$ cat src/rtl/tone_seq_pkg.sv
// Shared types and constants for the tone sequencer.
package tone_seq_pkg;

    typedef enum logic [1:0] {
        IDLE,
        PLAY,
        GAP
    } state_e;

    localparam logic [2:0] TONE_DO  = 3'd0;
    localparam logic [2:0] TONE_RE  = 3'd1;
    localparam logic [2:0] TONE_MI  = 3'd2;
    localparam logic [2:0] TONE_FA  = 3'd3;
    localparam logic [2:0] TONE_SO  = 3'd4;
    localparam logic [2:0] TONE_LA  = 3'd5;
    localparam logic [2:0] TONE_TI  = 3'd6;
    localparam logic [2:0] TONE_DO2 = 3'd7;

    localparam logic [2:0] FIRST_ASC  = TONE_DO;
    localparam logic [2:0] FIRST_DESC = TONE_DO2;

endpackage

$ cat src/rtl/square_wave_gen.sv
// Square-wave generator: half-period counter plus toggle flop.
// A zero divisor is treated as 1, so the output then toggles every cycle.
// The >= compare keeps a shrinking divisor from forcing a full counter wrap.
module square_wave_gen #(
    parameter int DIV_W = 32
) (
    input  logic             clk,
    input  logic             reset,
    input  logic             clr,
    input  logic             en,
    input  logic [DIV_W-1:0] div,
    output logic             wave
);

    logic [DIV_W-1:0] hp_q, hp_d;
    logic [DIV_W-1:0] hp_limit;
    logic             wave_q, wave_d;

    // Next half-period count and wave level; disabled or cleared means silent and restarted.
    always_comb begin
        // NOTE: every variable gets a default first, so no path leaves one unassigned and no latch appears.
        hp_limit = (div == '0) ? '0 : div - 1'b1;
        hp_d     = hp_q + 1'b1;
        wave_d   = wave_q;
        if (!en || clr) begin
            hp_d   = '0;
            wave_d = 1'b0;
        end else if (hp_q >= hp_limit) begin
            hp_d   = '0;
            wave_d = ~wave_q;
        end
    end

    // Counter and toggle flop registers.
    always_ff @(posedge clk or posedge reset) begin
        // NOTE: non-blocking assignments so every flop samples pre-edge values regardless of statement order.
        if (reset) begin
            hp_q   <= '0;
            wave_q <= 1'b0;
        end else begin
            hp_q   <= hp_d;
            wave_q <= wave_d;
        end
    end

    assign wave = wave_q;

endmodule

$ cat src/rtl/tone_sequencer.sv
// Tone sequencer: steps an 8-note divider through an ascending or descending
// scale, or sounds one switch-selected tone in manual mode while idle.
// Optional macro TONE_SEQ_GAP_EN inserts GAP_TICKS of silence between notes.
module tone_sequencer
    import tone_seq_pkg::*;
#(
    parameter int NOTE_TICKS = 25_000_000,
    parameter int GAP_TICKS  = 2_500_000,
    parameter int DIV_W      = 32
) (
    input  logic             clk,
    input  logic             reset,
    input  logic             start,
    input  logic             stop,
    input  logic             dir,
    input  logic             manual_en,
    input  logic [2:0]       manual_tone,
    output logic [2:0]       tone_sel,
    input  logic [DIV_W-1:0] div_in,
    output logic             audio_out,
    output logic             busy,
    output logic             note_strobe,
    output logic             done
);

    if (NOTE_TICKS < 2 || GAP_TICKS < 1) begin : g_bad_params
        $error("tone_sequencer: NOTE_TICKS must be >= 2 and GAP_TICKS >= 1");
    end

    localparam int             NW        = $clog2(NOTE_TICKS);
    localparam logic [NW-1:0]  NOTE_LAST = NW'(NOTE_TICKS - 1);
`ifdef TONE_SEQ_GAP_EN
    localparam int             GW        = (GAP_TICKS > 1) ? $clog2(GAP_TICKS) : 1;
    localparam logic [GW-1:0]  GAP_LAST  = GW'(GAP_TICKS - 1);
    logic [GW-1:0] gap_cnt_q;
`endif

    state_e        state_q;
    logic [NW-1:0] note_cnt_q;
    logic [2:0]    tone_sel_q;
    logic          dir_q;
    logic          busy_q;
    logic          note_strobe_q;
    logic          done_q;

    logic          note_last;
    logic [2:0]    last_idx;
    logic [2:0]    next_idx;
    logic          sw_en;
    logic          sw_clr;

    assign note_last = (note_cnt_q == NOTE_LAST);
    assign last_idx  = dir_q ? FIRST_ASC : FIRST_DESC;
    assign next_idx  = dir_q ? tone_sel_q - 3'd1 : tone_sel_q + 3'd1;

    // Square-wave control: run while playing or in manual idle, restart on every note entry or tone change.
    always_comb begin
        sw_en  = 1'b0;
        sw_clr = 1'b0;
        if (!stop) begin
            case (state_q)
                IDLE: begin
                    sw_en  = manual_en;
                    sw_clr = manual_en && (manual_tone != tone_sel_q);
                end
                PLAY: begin
                    sw_en  = 1'b1;
                    sw_clr = note_last;
                end
                default: ;
            endcase
        end
    end

    // Sequencer FSM with note/gap counters, index stepping and registered status pulses.
    always_ff @(posedge clk or posedge reset) begin
        if (reset) begin
            state_q       <= IDLE;
            note_cnt_q    <= '0;
            tone_sel_q    <= '0;
            dir_q         <= 1'b0;
            busy_q        <= 1'b0;
            note_strobe_q <= 1'b0;
            done_q        <= 1'b0;
`ifdef TONE_SEQ_GAP_EN
            gap_cnt_q     <= '0;
`endif
        end else begin
            note_strobe_q <= 1'b0;
            done_q        <= 1'b0;
            if (stop) begin
                state_q <= IDLE;
                busy_q  <= 1'b0;
            end else begin
                case (state_q)
                    IDLE: begin
                        if (manual_en) begin
                            tone_sel_q <= manual_tone;
                        end else if (start) begin
                            state_q       <= PLAY;
                            dir_q         <= dir;
                            tone_sel_q    <= dir ? FIRST_DESC : FIRST_ASC;
                            note_cnt_q    <= '0;
                            note_strobe_q <= 1'b1;
                            busy_q        <= 1'b1;
                        end
                    end
                    PLAY: begin
                        if (note_last) begin
                            note_cnt_q <= '0;
                            if (tone_sel_q == last_idx) begin
                                state_q <= IDLE;
                                busy_q  <= 1'b0;
                                done_q  <= 1'b1;
                            end else begin
                                tone_sel_q <= next_idx;
`ifdef TONE_SEQ_GAP_EN
                                state_q    <= GAP;
                                gap_cnt_q  <= '0;
`else
                                note_strobe_q <= 1'b1;
`endif
                            end
                        end else begin
                            note_cnt_q <= note_cnt_q + 1'b1;
                        end
                    end
`ifdef TONE_SEQ_GAP_EN
                    GAP: begin
                        if (gap_cnt_q == GAP_LAST) begin
                            state_q       <= PLAY;
                            note_cnt_q    <= '0;
                            note_strobe_q <= 1'b1;
                        end else begin
                            gap_cnt_q <= gap_cnt_q + 1'b1;
                        end
                    end
`endif
                    default: state_q <= IDLE;
                endcase
            end
        end
    end

    square_wave_gen #(
        .DIV_W (DIV_W)
    ) u_wave (
        .clk   (clk),
        .reset (reset),
        .clr   (sw_clr),
        .en    (sw_en),
        .div   (div_in),
        .wave  (audio_out)
    );

    assign tone_sel    = tone_sel_q;
    assign busy        = busy_q;
    assign note_strobe = note_strobe_q;
    assign done        = done_q;

endmodule

$ cat config.mk
export PLATFORM = sky130hd
export DESIGN_NAME = tone_sequencer
export DESIGN_NICKNAME = d
export VERILOG_FILES = /design/src/rtl/tone_seq_pkg.sv /design/src/rtl/square_wave_gen.sv /design/src/rtl/tone_sequencer.sv
export SDC_FILE = /design/constraint.sdc
export NUM_CORES = 1
export LEC_CHECK = 0
export CORE_ASPECT_RATIO = 1.75
export CORE_MARGIN = 3
export CORE_UTILIZATION = 58
export CTS_CLUSTER_SIZE = 16
export DETAILED_ROUTE_END_ITERATION = 12
export PLACE_DENSITY_LB_ADDON = 0.05
export SYNTH_ARGS = -nofsm -noshare
export SYNTH_HDL_FRONTEND = slang
export SYNTH_HIERARCHICAL = 1
export SYNTH_SLANG_ARGS = --single-unit
$ cat constraint.sdc
create_clock -name clk -period 4.1 [get_ports clk]
set_clock_uncertainty 0.2 [all_clocks]
set_input_delay 1.025 -clock clk [delete_from_list [all_inputs] [get_ports clk]]
set_output_delay 1.025 -clock clk [all_outputs]
set_load 0.005 [all_outputs]
== Yosys cells after proc, flatten, opt, wreduce, memory -nomap -nowiden ==
Cells that the tools add are included.

* Register bits: 67
* Latch bits: 0
* Bits in writable memories: 0
* Bits in read-only memories: 0
* Bits of input ports: 41
* Word-level logic and storage cells: 87
* Memories kept: 0

* $add $sub $neg: 5
* Multiply operators: 0
* Div/mod/pow operators: 0
* Order comparisons: 1
* Eq/ne operators: 13
* Shift operators: 0
* Mux-type cells: 43
* Bitwise logic cells: 3
* Reductions and logical operators: 13

{| class="wikitable"
|+ Operator list
! operator !! number
|-
| 32-bit two-way mux || 3
|-
| 25-bit two-way mux || 3
|-
| 25-bit case mux with 2 select lines || 1
|-
| 32-bit by 1-bit adder with 32-bit output, second input constant || 1
|-
| 32-bit greater-or-equal comparator || 1
|-
| 32-bit logical NOT || 1
|-
| 32-bit by 1-bit subtractor with 32-bit output, second input constant || 1
|-
| 25-bit by 1-bit adder with 25-bit output, second input constant || 1
|-
| 25-bit equality test, second input constant || 1
|-
| 3-bit two-way mux || 7
|-
| 1-bit two-way mux || 18
|-
| 3-bit inequality test, second input constant || 5
|-
| 4-bit AND reduction || 3
|-
| 2-bit two-way mux || 5
|-
| 5-bit AND reduction || 2
|-
| 2-bit inequality test, second input constant || 4
|-
| 1-bit case mux with 2 select lines || 4
|-
| 3-bit case mux with 2 select lines || 1
|-
| 2-bit case mux with 2 select lines || 1
|-
| 2-bit nonzero test || 2
|-
| 3-bit by 1-bit adder with 3-bit output, second input constant || 1
|-
| 3-bit equality test || 1
|-
| 3-bit inequality test || 1
|-
| 1-bit NOT || 3
|-
| other kinds (7) || 7
|}

== Logic depth before layout (Yosys ltp) ==
Gate-level depths: netlist of run 1.

* Word-level depth: 6
* Depth in mapped cells: 17
* Depth with buffers taken out: 15

== Modules after synthesis ==
The synthesis of run 1 kept the hierarchy.

{| class="wikitable"
|+ By module, submodules not included
! module !! instances !! cells each !! area an instance (µm²) !! seq. area each (µm²)
|-
| square_wave_gen || 1 || 366 || 3011.6 || 825.8
|-
| tone_sequencer || 1 || 215 || 1959.4 || 800.8
|}

== Worst setup path after synthesis of run 1 ==
Ideal clock, no wire load.

* Path kind: input to register
* From: input port div_in[17]
* To: register u_wave.hp_q[23]
* Arrival: 4374 ps
* Setup slack: -605 ps
* Cell stages on the path: 14
* Path buffers: 1
* Cells stage by stage: or4_1 or2_1 or4_4 or3_1 nor3_1 a21oi_1 ha_1 nand4_1 nor4_1 a221o_1 a211oi_1 o21ai_1 clkbuf_1 nor2_1

* Longest elaborated chain between the ends: 5

{| class="wikitable"
|+ Ends and longest elaborated chain
! what !! RTL line !! source
|-
| from (decl) || tone_sequencer.sv:19 || <nowiki>input logic [DIV_W-1:0] div_in,</nowiki>
|-
| 32-bit by 1-bit subtractor with 32-bit output or 32-bit logical NOT (tied branches) || square_wave_gen.sv:22 || <nowiki>hp_limit = (div == '0) ? '0 : div - 1'b1;</nowiki>
|-
| 32-bit two-way mux * || square_wave_gen.sv:22 ||
|-
| 32-bit greater-or-equal comparator * || square_wave_gen.sv:28 || <nowiki>end else if (hp_q >= hp_limit) begin</nowiki>
|-
| 32-bit two-way mux * || square_wave_gen.sv:28 ||
|-
| 32-bit two-way mux * || square_wave_gen.sv:25 || <nowiki>if (!en || clr) begin</nowiki>
|-
| net u_wave.hp_d[23] || square_wave_gen.sv:15 || <nowiki>logic [DIV_W-1:0] hp_q, hp_d;</nowiki>
|-
| to (signal assigned) || square_wave_gen.sv:41 || <nowiki>hp_q <= hp_d;</nowiki>
|-
| to (decl) || square_wave_gen.sv:15 ||
|}

Mark *: on every way through the listed nets, which the timed path passes. The rest lies on a longest branch.
A chain may end at the register's enable or synchronous reset.

== Worst setup path in the final report of run 1 ==
* From: input port div_in[15]
* To: register u_wave.wave_q, in the netlist u_wave/wave

* Longest elaborated chain between the ends: 4

{| class="wikitable"
|+ Ends and longest elaborated chain
! what !! RTL line !! source
|-
| 32-bit by 1-bit subtractor with 32-bit output or 32-bit logical NOT (tied branches) || square_wave_gen.sv:22 ||
|-
| 32-bit two-way mux * || square_wave_gen.sv:22 ||
|-
| 32-bit greater-or-equal comparator * || square_wave_gen.sv:28 ||
|-
| 2-bit nonzero test (no line) * || n/a ||
|-
| to (signal assigned) || square_wave_gen.sv:42 || <nowiki>wave_q <= wave_d;</nowiki>
|-
| to (decl) || square_wave_gen.sv:17 || <nowiki>logic wave_q, wave_d;</nowiki>
|}

Every way passes the cells marked *; elsewhere a longest branch is shown, timed or not.

==> results of run 1 <==
[per-layer routing]
| layer | vias to the layer above | GRT usage | part of all wire |
|---|---|---|---|
| met3 | 57 | 0.05112 | 0.042 |
| met4 | 0 | 0.1953 | 0.060 |
| met2 | 156 | 0.5366 | 0.54 |
| met5 | - | 0 | 0 |
| met1 | 2325 | 0.2842 | 0.36 |
| li1 | 2338 | - | - |
[power breakdown]
part	leakage (nW)	switching (W)	internal [W]
Clock	0.129	0.000251	0.000426
Sequential	0.891	0.0000614	0.000679
Combinational	1.88	0.000169	0.000176
Total	2.90	0.000481	0.00128
[kinds of logic (layout without fill, tap and decap cells)]
logic type / count (synthesis) / after routing / share of synthesized area
xor gates and xnor gates: 64 / 64 / 0.1128
and+or+nand+nor: 291 / 291 / 0.3111
AOI/OAI and AO/OA: 86 / 86 / 0.1090
muxes: 6 / 6 / 0.01284
DFF: 65 / 65 / 0.3272
buffers and inverters: 31 / 153 / 0.02995
adders and majority gates: 38 / 38 / 0.09716
[flip-flops by register name, summed over array words and instances, names as in the netlist]
| register | cells |
|---|---|
| dir_q | 1 |
| busy | 1 |
| u_wave/wave | 1 |
| tone_sel | 3 |
| note_strobe | 1 |
| done | 1 |
| note_cnt_q | 25 |
| u_wave/hp_q | 32 |
[synth_stat cells, types with 7 or more instances]
master	count
dfrtp_1	65
nor3_1	16
or3_1	7
nor2_1	76
nand3_1	26
o21ai_0	14
and3_1	10
clkbuf_1	9
a21oi_1	29
nand2_1	67
a31oi_1	10
nor4_1	16
inv_1	15
ha_1	37
nand4_1	18
xor2_1	38
xnor2_1	26
[area by class of cell]
cell class	instances	area, um^2	share of cell area
multi-input cells	485	3422	0.5207
flip-flops and latches	65	1627	0.2475
repair buffers	126	1066	0.1622
clock buffers	11	252.7	0.03845
well taps	115	143.9	0.02189
inverters	15	56.30	0.008567
clock inverters	1	5.005	0.0007615
[metrics by stage]
stage	worst slack, ns	utilization	TNS (ns)	hold slack (ns)	total power (W)
2_1_floorplan	-0.4684	-	-13.06	0.2423	0.0009114
3_3_place_gp	-0.9532	0.7264	-30.65	0.2567	0.001062
6_report	-0.4336	0.7906	-11.89	0.2956	0.001762
3_5_place_dp	-1.117	0.7264	-35.70	0.2788	0.001074
5_1_grt	-0.5656	0.7906	-15.57	0.3018	0.001838
4_1_cts	-0.3437	0.7732	-9.447	0.2859	0.001759
[critical path, cell delays in order]
cell and delay [ns]:
buf_6 0.09, or4_4 0.53, or2_4 0.26, or4_4 0.56
or3_4 0.35, nor3_2 0.11, a21oi_1 0.06, ha_1 0.29
nand4_1 0.16, buf_4 0.19, buf_4 0.13, nor2_1 0.15
a211oi_2 0.11, o21ai_4 0.15, mux2_2 0.38
[final timing paths]
| check | start | to | slack (ns) | cells past startpoint |
|---|---|---|---|---|
| max | div_in[15] | u_wave/wave$_DFFE_PP0P_ | -0.43 | 15 |
| min | note_cnt_q[24]$_DFFE_PP0P_ | note_cnt_q[24]$_DFFE_PP0P_ | 0.30 | 1 |
| max reg2reg | note_cnt_q[10]$_DFFE_PP0P_ | u_wave/wave$_DFFE_PP0P_ | 0.80 | 10 |
| min reg2reg | note_cnt_q[24]$_DFFE_PP0P_ | note_cnt_q[24]$_DFFE_PP0P_ | 0.30 | 1 |
| max in group asynchronous | reset | u_wave/hp_q[30]$_DFF_PP0_ | 2.46 | 3 |
| min in group asynchronous | reset | u_wave/hp_q[11]$_DFF_PP0_ | 0.91 | 3 |
[what timing repair did]
action,CTS,global route
pin swaps,8,6
buffers inserted,6,0
gates cloned,2,2
resized for setup,68,37
endpoints found under the setup margin,33,33
==> results.json, run 1 <==
{
  "port_buffers": 47,
  "final_cell_mix": "buf_4, nand2_1, dfrtp_1",
  "area_growth_pct": 32.22,
  "n_fill_cell": 576,
  "ant_nets": 0,
  "p_leak_nw": 2.898,
  "clock_latency_ns": 0.33,
  "antenna_found_initial": 0,
  "gp_congestion": 0.9735,
  "rsz0062_at_grt": "yes",
  "synth_nets": 660,
  "grt_max_degree": 34,
  "drt_pass1_iterations": 5,
  "synth_top_area_cell": "dfrtp_1",
  "diodes": 0,
  "die_area_um2": 9761,
  "slew_headroom": 0.3379,
  "synth_area_um2": 4971,
  "core-area_um2": 8313,
  "hold_class": "reg -> reg",
  "arrival_ns": 4.54,
  "yosysSeqAreaShare": 0.3272,
  "fp.dieH_um": 128.5,
  "cp.required_ns": 4.11,
  "synth_edf_count": 0,
  "drive_gt1_frac": 0.2304,
  "vias_per_cell": 5.961,
  "route.vias.total": 4876,
  "synthFlopType": "dfrtp_1",
  "setup_viol": 33,
  "initial_core_util": 0.5980,
  "path_clk_slew_ns": 0.05,
  "hpwlAfterDp_mm": 10.02,
  "drt_iter0_drc": 163,
  "drv_slew": 0,
  "cts_tree": "done",
  "outcome": "finished with violations",
  "h-tree-depth": 3,
  "grt_pass1_wl_mm": 22.54,
  "cts_hold_buffers": 0,
  "grt_usage": 0.2857,
  "die_x_um": 75.98,
  "wl_mm": 13.90,
  "dp_cells": 796,
  "period_share": 1.106,
  "final_common_cell": "buf_4",
  "fin_ws_ns": -0.4336,
  "wire_per_inst_um": 17.00,
  "boundaryPins": 48,
  "async_reset_ff_frac": 1.000,
  "violations": "negative setup slack",
  "yosysWarnings": 6,
  "power.density_nw_per_um2": 268.1,
  "cp-end-kind": "flip-flop",
  "start_kind": "primary input",
  "netlist_instances": 581,
  "grt_pass1_vias": 4966,
  "worst_pin_slew_ns": 0.9828,
  "ys_types": 65,
  "peakVddDrop_mv": 0.2852,
  "fin_area_um2": 6573,
  "fin_cells": 818,
  "overflow": 0,
  "numCtsBuffers": 9,
  "crit_fanout": 7,
  "cts_buffer_depth": 2,
  "place_area_um2": 6038,
  "nets": 781,
  "maxCapViolations": 0,
  "rows": 44,
  "hold_viol": 0,
  "synthTopCellsByArea": "dfrtp_1, ha_1, xor2_1",
  "clock.fmax_mhz": 220.6,
  "final.min_clock_period_ns": 4.534,
  "ys_seq_elements": 65,
  "critical_path_class": "in -> reg",
  "route.detailed.drc": 0,
  "cts_sinks": 65,
  "clockRootBuffer": "clkbuf_16",
  "synth_top_area_share": 0.3272,
  "avgSynthCellArea_um2": 8.556
}
(Power assumes the default switching activity.)
==> run 2, diff against run 1 <==
--- a/config.mk
+++ b/config.mk
@@ -11,6 +11,7 @@
 export CTS_CLUSTER_SIZE = 16
 export DETAILED_ROUTE_END_ITERATION = 12
 export PLACE_DENSITY_LB_ADDON = 0.05
+export SLEW_MARGIN = 20
 export SYNTH_ARGS = -nofsm -noshare
 export SYNTH_HDL_FRONTEND = slang
 export SYNTH_HIERARCHICAL = 1
==> results of run 2 <==
No change in the layout: final DEF, timing and power equal those of run 1.
